`config.mk`:
```
export PLATFORM = sky130hd
export DESIGN_NAME = demux_1_4_tdm
export DESIGN_NICKNAME = d
export VERILOG_FILES = /design/src/rtl/demux_1_4_tdm.sv
export SDC_FILE = /design/constraint.sdc
export NUM_CORES = 1
export LEC_CHECK = 0
export CAP_MARGIN = 20
export CORE_UTILIZATION = 42
export CTS_CLUSTER_DIAMETER = 80
export DETAILED_ROUTE_END_ITERATION = 12
export MAX_ROUTING_LAYER = met4
export PLACE_DENSITY = 0.7
export REMOVE_ABC_BUFFERS = 1
export SLEW_MARGIN = 20
export SYNTH_ARGS = -nofsm -noshare
export SYNTH_HDL_FRONTEND = slang
export SYNTH_SLANG_ARGS = --single-unit
```
`constraint.sdc`:
```
create_clock -name clk -period 1.7 [get_ports clk]
set_input_delay 0.34 -clock clk [delete_from_list [all_inputs] [get_ports clk]]
set_output_delay 0.34 -clock clk [all_outputs]
set_load 0.01 [all_outputs]
```
`src/rtl/demux_1_4_tdm.sv`:
```
// 1:4 time-division demultiplexer: tracks the slot index from a frame-sync marker
// and presents each complete four-word frame on Y with a one-cycle frame_valid pulse.
module demux_1_4_tdm #(
    parameter int unsigned W = 1
) (
    input  logic             clk,
    input  logic             rst,
    input  logic [W-1:0]     din,
    input  logic             din_valid,
    input  logic             frame_sync,
    output logic [4*W-1:0]   Y,
    output logic [1:0]       s,
    output logic             frame_valid,
    output logic             locked,
    output logic             sync_err
);

    typedef enum logic {
        StHunt,
        StLocked
    } state_e;

    state_e       state;
    logic [W-1:0] sh0;
    logic [W-1:0] sh1;
    logic [W-1:0] sh2;

    always_ff @(posedge clk) begin
        if (rst) begin
            state       <= StHunt;
            s           <= 2'd0;
            sh0         <= '0;
            sh1         <= '0;
            sh2         <= '0;
            Y           <= '0;
            frame_valid <= 1'b0;
            locked      <= 1'b0;
            sync_err    <= 1'b0;
        end else begin
            frame_valid <= 1'b0;
            sync_err    <= 1'b0;
            if (din_valid) begin
                unique case (state)
                    StHunt: begin
                        // Non-sync words are silently dropped until a sync word arrives.
                        if (frame_sync) begin
                            sh0    <= din;
                            s      <= 2'd1;
                            state  <= StLocked;
                            locked <= 1'b1;
                        end
                    end
                    StLocked: begin
                        if (frame_sync && (s != 2'd0)) begin
                            // Early sync: restart the frame on this word.
                            sync_err <= 1'b1;
                            sh0      <= din;
                            s        <= 2'd1;
                        end else if (!frame_sync && (s == 2'd0)) begin
                            sync_err <= 1'b1;
                            state    <= StHunt;
                            locked   <= 1'b0;
                        end else begin
                            unique case (s)
                                2'd0: begin
                                    sh0 <= din;
                                    s   <= 2'd1;
                                end
                                2'd1: begin
                                    sh1 <= din;
                                    s   <= 2'd2;
                                end
                                2'd2: begin
                                    sh2 <= din;
                                    s   <= 2'd3;
                                end
                                default: begin
                                    Y           <= {din, sh2, sh1, sh0};
                                    frame_valid <= 1'b1;
                                    s           <= 2'd0;
                                end
                            endcase
                        end
                    end
                    default: begin
                        state  <= StHunt;
                        locked <= 1'b0;
                    end
                endcase
            end
        end
    end

endmodule

```
==> flow_metrics.env, run 1 <==
export IMPL_outcome="completed"
export IMPL_cts_tree="yes"
export IMPL_grt_util_all_layers_pct=18.4
export IMPL_drt_wl_total_um=1260
export IMPL_wl_per_cell_um=12.2
export IMPL_viasPerCell=5.17
export IMPL_worst_slew_pin_slew_ps=338
export IMPL_rows=13
export IMPL_yosys_warnings=0
export IMPL_timing_setup_tns_ps=0
export IMPL_p_leak_nw=0.388
export IMPL_hpwl_um=950
export IMPL_numClockSinks=13
export IMPL_avgSynthCellArea_um2=9.78
export IMPL_synthCells=65
export IMPL_finalHoldViolations=0
export IMPL_h_tree_depth=1
export IMPL_ys_ff_latch=13
export IMPL_grt_overflow=0
export IMPL_clock_latency_ps=270
export IMPL_rsz0062_at_grt="no"
export IMPL_ant_nets=0
export IMPL_synth_yosys_seq_area_share_pct=40.9
export IMPL_core_um2=1350
export IMPL_drv_slew=0
export IMPL_grt_max_degree=11
export IMPL_crit_arrival_ps=1260
export IMPL_fin_crit_sh_pct=94.1
export IMPL_cts_buffer_depth=2
export IMPL_die_h_um=40.9
export IMPL_drive_above_1_share_pct=21.6
export IMPL_die_w_um=40.9
export IMPL_io_pins=14
export IMPL_clk_pin_slew_ps=80
export IMPL_drv_cap=0
export IMPL_cp_max_fo=4
export IMPL_finalSetupViolCount=0
export IMPL_syn_to_final_growth_pct=38.8
export IMPL_whs_ps=471
export IMPL_max_freq_ghz=0.625
export IMPL_finClkSkew_ps=5.95
export IMPL_finalCriticalPeriod_ps=1600
export IMPL_endpoint_kind="output port"
export IMPL_start_util_pct=47.1
export IMPL_grt_pass1_vias=463
export IMPL_port_buffers=13
export IMPL_cp_data_required_time_ps=1360
export IMPL_grt_pass1_wl_um=1930
export IMPL_holdBufCountCts=0
export IMPL_drt_iter0_drc=9
export IMPL_critPathLaunchType="register"
export IMPL_drt_pass1_iterations=3
export IMPL_clockRootBuffer="clkbuf_4"
export IMPL_die_area_um2=1670
export IMPL_ys_types=22
export IMPL_cts_made_buffers=3
export IMPL_place_congestion=0.761
export IMPL_antenna_found_initial=0
export IMPL_power_density_nw_per_um2=704
export IMPL_hold_class="reg2reg"
export IMPL_drc=0
export IMPL_syn_area_um2=636
export IMPL_max_vdd_ir_drop_uv=419
export IMPL_nNetsFinal=101
export IMPL_vias=533
export IMPL_fillers=117
export IMPL_worstSetupPathType="reg2out"
export IMPL_max_slew_margin_pct=77.4
export IMPL_antennaDiodeCount=0
[timing repair]
item / 4_1_cts / 5_1_grt
hold endpoints to repair: 0 / 0
setup endpoints to repair: 0 / 6
resized for setup: 0 / 6
setup buffers: 0 / 1
[flip-flops by register name (all words and copies together) (netlist names)]
signal	cells
Y	4
frame_valid	1
locked	1
s	2
sh0	1
sh1	1
sh2	1
state	1
sync_err	1
[logic make-up after synthesis]
kind of cell	share of synthesized area (%)
flops	40.9
mux	9.45
fa+ha+maj	13.8
simple gates	17.3
buf+inv	5.51
compound gates	13.0
[worst max-delay path, cell delays in order, from the launching register on]
cell and delay, ps:
dfxtp_1 330, buf_4 130, clkdlybuf4s50_1 530
[cell usage in the layout, fill, tap and decap left out, types with 2 or more instances in the layout]
cell,synthesis,routed
clkdlybuf4s50_1,0,13
dfxtp_1,13,12
buf_4,0,9
nor2_1,7,7
mux2i_1,6,6
ha_1,7,6
nand2_1,4,4
inv_1,4,3
nand4_1,3,3
a21oi_1,4,3
clkbuf_4,0,3
nand3b_1,2,2
nor3_1,2,2
[cell usage after synthesis]
library cell  count  share of area [%]
dfxtp_1          13                 41
ha_1              7                 14
nor2_1            7                4.1
mux2i_1           6                9.4
a21oi_1           4                3.1
inv_1             4                2.4
nand2_1           4                2.4
nand4_1           3                3.0
a311oi_1          2                2.8
nand3b_1          2                2.4
nor3_1            2                1.6
a211oi_2          1                2.0
a2bb2oi_1         1                1.4
a31o_1            1                1.4
buf_2             1               0.79
buf_6             1                1.8
clkbuf_1          1               0.59
nand2b_1          1               0.98
nand3_1           1               0.79
nor3b_1           1                1.2
nor4_1            1               0.98
o21a_4            1                2.4
[worst paths after layout]
kind / startpoint / end / slack (ps) / cells past startpoint
setup / recovery: s[0] / s[0] / 100 / 2
hold / removal: sh0 / sh0 / 470 / 2
setup reg to reg: s[0] / s[1] / 160 / 7
hold reg to reg: sh0 / sh0 / 470 / 2
[stage by stage]
| stage | power, mW | setup slack (ps) | utilization (%) | std cells | area [um^2] |
|---|---|---|---|---|---|
| after floorplan | 0.371 | 58.3 | - | 62 | 616 |
| after global placement | 0.429 | -113 | 61.1 | 98 | 825 |
| after detailed placement | 0.430 | -136 | 61.1 | 98 | 825 |
| after CTS | 0.620 | 54.8 | 63.0 | 102 | 851 |
| after global routing | 0.663 | 3.55 | 65.3 | 103 | 882 |
| final | 0.621 | 100 | 65.3 | 103 | 882 |
[power by group]
| part | internal [mW] | switching, mW | total [mW] |
|---|---|---|---|
| registers | 0.313 | 0.00814 | 0.321 |
| logic | 0.0591 | 0.0520 | 0.111 |
| clock network | 0.0909 | 0.0977 | 0.189 |
| total | 0.463 | 0.158 | 0.621 |
[layer usage]
layer,GRT usage [%],up-vias,wire length (um)
li1,-,275,-
met2,29.3,9,592
met3,8.15,0,54
met4,5.00,0,0
met5,-,-,0
met1,20.7,249,612
[cell type report]
| type | instances | area (um^2) | area share [%] |
|---|---|---|---|
| clock buffers | 4 | 26.3 | 2.98 |
| inverters | 4 | 15.0 | 1.70 |
| multi-input cells | 45 | 363 | 41.1 |
| flip-flops and latches | 13 | 262 | 29.6 |
| well taps | 15 | 18.8 | 2.13 |
| repair buffers | 22 | 198 | 22.4 |
Power figures use the tool's default switching activity.
==> inputs of run 2 (changes only) <==
--- a/config.mk
+++ b/config.mk
@@ -6,11 +6,13 @@
 export NUM_CORES = 1
 export LEC_CHECK = 0
 export CAP_MARGIN = 20
-export CORE_UTILIZATION = 42
+export CORE_AREA = 2 2 39 41
 export CTS_CLUSTER_DIAMETER = 80
 export DETAILED_ROUTE_END_ITERATION = 12
+export DIE_AREA = 0 0 41 43
+export DONT_BUFFER_PORTS = 1
 export MAX_ROUTING_LAYER = met4
-export PLACE_DENSITY = 0.7
+export PLACE_DENSITY = 0.64
 export REMOVE_ABC_BUFFERS = 1
 export SLEW_MARGIN = 20
 export SYNTH_ARGS = -nofsm -noshare
==> flow_metrics.env, run 2 (synthesis results as in run 1) <==
export IMPL_finalSetupViolCount=0
export IMPL_viasPerCell=5.64
export IMPL_worstSetupPathType="reg2reg"
export IMPL_final_util_pct=50.0
export IMPL_vias=474
export IMPL_r2r_start="s[1]"
export IMPL_endpoint_kind="register"
export IMPL_drv_cap=0
export IMPL_syn_to_final_growth_pct=8.86
export IMPL_clk_pin_slew_ps=80
export IMPL_rows=14
export IMPL_timing_setup_tns_ps=0
export IMPL_finalCriticalPeriod_ps=1580
export IMPL_place_congestion=0.720
export IMPL_clockRootBuffer="clkbuf_4"
export IMPL_worst_slew_pin_slew_ps=343
export IMPL_start_util_pct=45.9
export IMPL_die_area_um2=1760
export IMPL_drt_iter0_drc=1
export IMPL_power_uw=575
export IMPL_hold_class="in2reg"
export IMPL_hpwl_um=810
export IMPL_port_buffers=0
export IMPL_fin_crit_sh_pct=93.0
export IMPL_regToRegEndpoint="Y[1]"
export IMPL_rsz0062_at_grt="no"
export IMPL_power_density_nw_per_um2=831
export IMPL_drive_above_1_share_pct=13.2
export IMPL_top_register="Y"
export IMPL_final_cell_mix="dfxtp_1, nor2_1, mux2i_1"
export IMPL_finClkSkew_ps=4.26
export IMPL_wl_met2_um=631
export IMPL_nNetsFinal=81
export IMPL_clock_latency_ps=270
export IMPL_multi_input_area_um2=355
export IMPL_cts_made_buffers=3
export IMPL_die_w_um=41
export IMPL_stdcell_count=84
export IMPL_antenna_found_initial=0
export IMPL_fillers=140
export IMPL_cp_data_required_time_ps=1870
export IMPL_max_vdd_ir_drop_uv=347
export IMPL_crit_arrival_ps=1750
export IMPL_place_inst=80
export IMPL_drt_wl_total_um=1210
export IMPL_cts_tree="yes"
export IMPL_holdCritStartpoint="rst"
export IMPL_ant_nets=0
export IMPL_whs_ps=126
export IMPL_final_common_cell="dfxtp_1"
export IMPL_r2r_cells=6
export IMPL_top_layer="met4"
export IMPL_placed_area_um2=651
export IMPL_grt_max_degree=15
export IMPL_critPathLaunchType="register"
export IMPL_grt_pass1_vias=443
export IMPL_setup_ws_ps=119
export IMPL_cp_max_fo=4
export IMPL_cts_buffer_depth=2
export IMPL_die_h_um=43
export IMPL_grt_util_all_layers_pct=16.9
export IMPL_antennaDiodeCount=0
export IMPL_drt_pass1_iterations=2
export IMPL_holdPathEnd="Y[0]"
export IMPL_hold_path_cell_count=1
export IMPL_outcome="completed"
export IMPL_largest_reg_flops=4
export IMPL_finalHoldViolations=0
export IMPL_grt_pass1_wl_um=1960
export IMPL_reg2reg_slack_ps=120
export IMPL_postCtsSetupBuffers=0
export IMPL_io_pins=14
export IMPL_numClockSinks=13
export IMPL_grt_overflow=0
export IMPL_preCtsSetupSlack_ps=42.4
export IMPL_top_regs="Y: 4 flops, s: 2 flops"
export IMPL_p_leak_nw=0.305
export IMPL_max_freq_ghz=0.632
export IMPL_regArea_um2=260
export IMPL_h_tree_depth=1
export IMPL_core_um2=1380
export IMPL_design_area_um2=692
export IMPL_max_slew_margin_pct=77.1
export IMPL_drt_met1_wl_um=512
export IMPL_drv_slew=0
export IMPL_dr_wl_met3_um=39
export IMPL_wl_per_cell_um=14.5
export IMPL_drc=0
## run 2: worst max-delay path: stages (launching register included)
cell,delay [ps]
dfxtp_1,330
inv_1,80
ha_2,220
ha_4,290
nand4_1,260
mux2i_1,250
nor2_1,50
## run 2: final cells by class
class,instances,area share (%)
Timing Repair Buffer,2,2.17
Inverter,4,2.17
Sequential cell,13,37.6
Tap cell,16,2.89
Clock buffer,4,3.80
Multi-Input combinational cell,45,51.4
## run 2: worst max-delay path by stage
stage,start,to,cells after the start
final,s[1],Y[1],6
after global routing,s[0],Y[1],6
after CTS,s[1],Y[1],6
after detailed placement,s[0],Y[1],6
after global placement,s[0],Y[1],6
after floorplan,s[0],Y[0],6
## run 2: timing repair
item,4_1_cts,5_1_grt
resized for setup,0,2
setup endpoints to repair,0,4
hold buffers,0,0
## run 2: layer usage
layer / global-route usage [%] / vias to the layer above
li1: - / 233
met1: 21.5 / 228
met2: 22.5 / 9
met3: 5.76 / 4
met4: 10.0 / 0
met5: - / -
## run 2: power by group
part           internal [mW]  switching [mW]  leakage, nW  total, mW
clock                 0.0909          0.0980       0.0150      0.189
combinational         0.0315          0.0318        0.184     0.0633
sequential             0.313          0.0102        0.106      0.323
total                  0.435           0.140        0.305      0.575
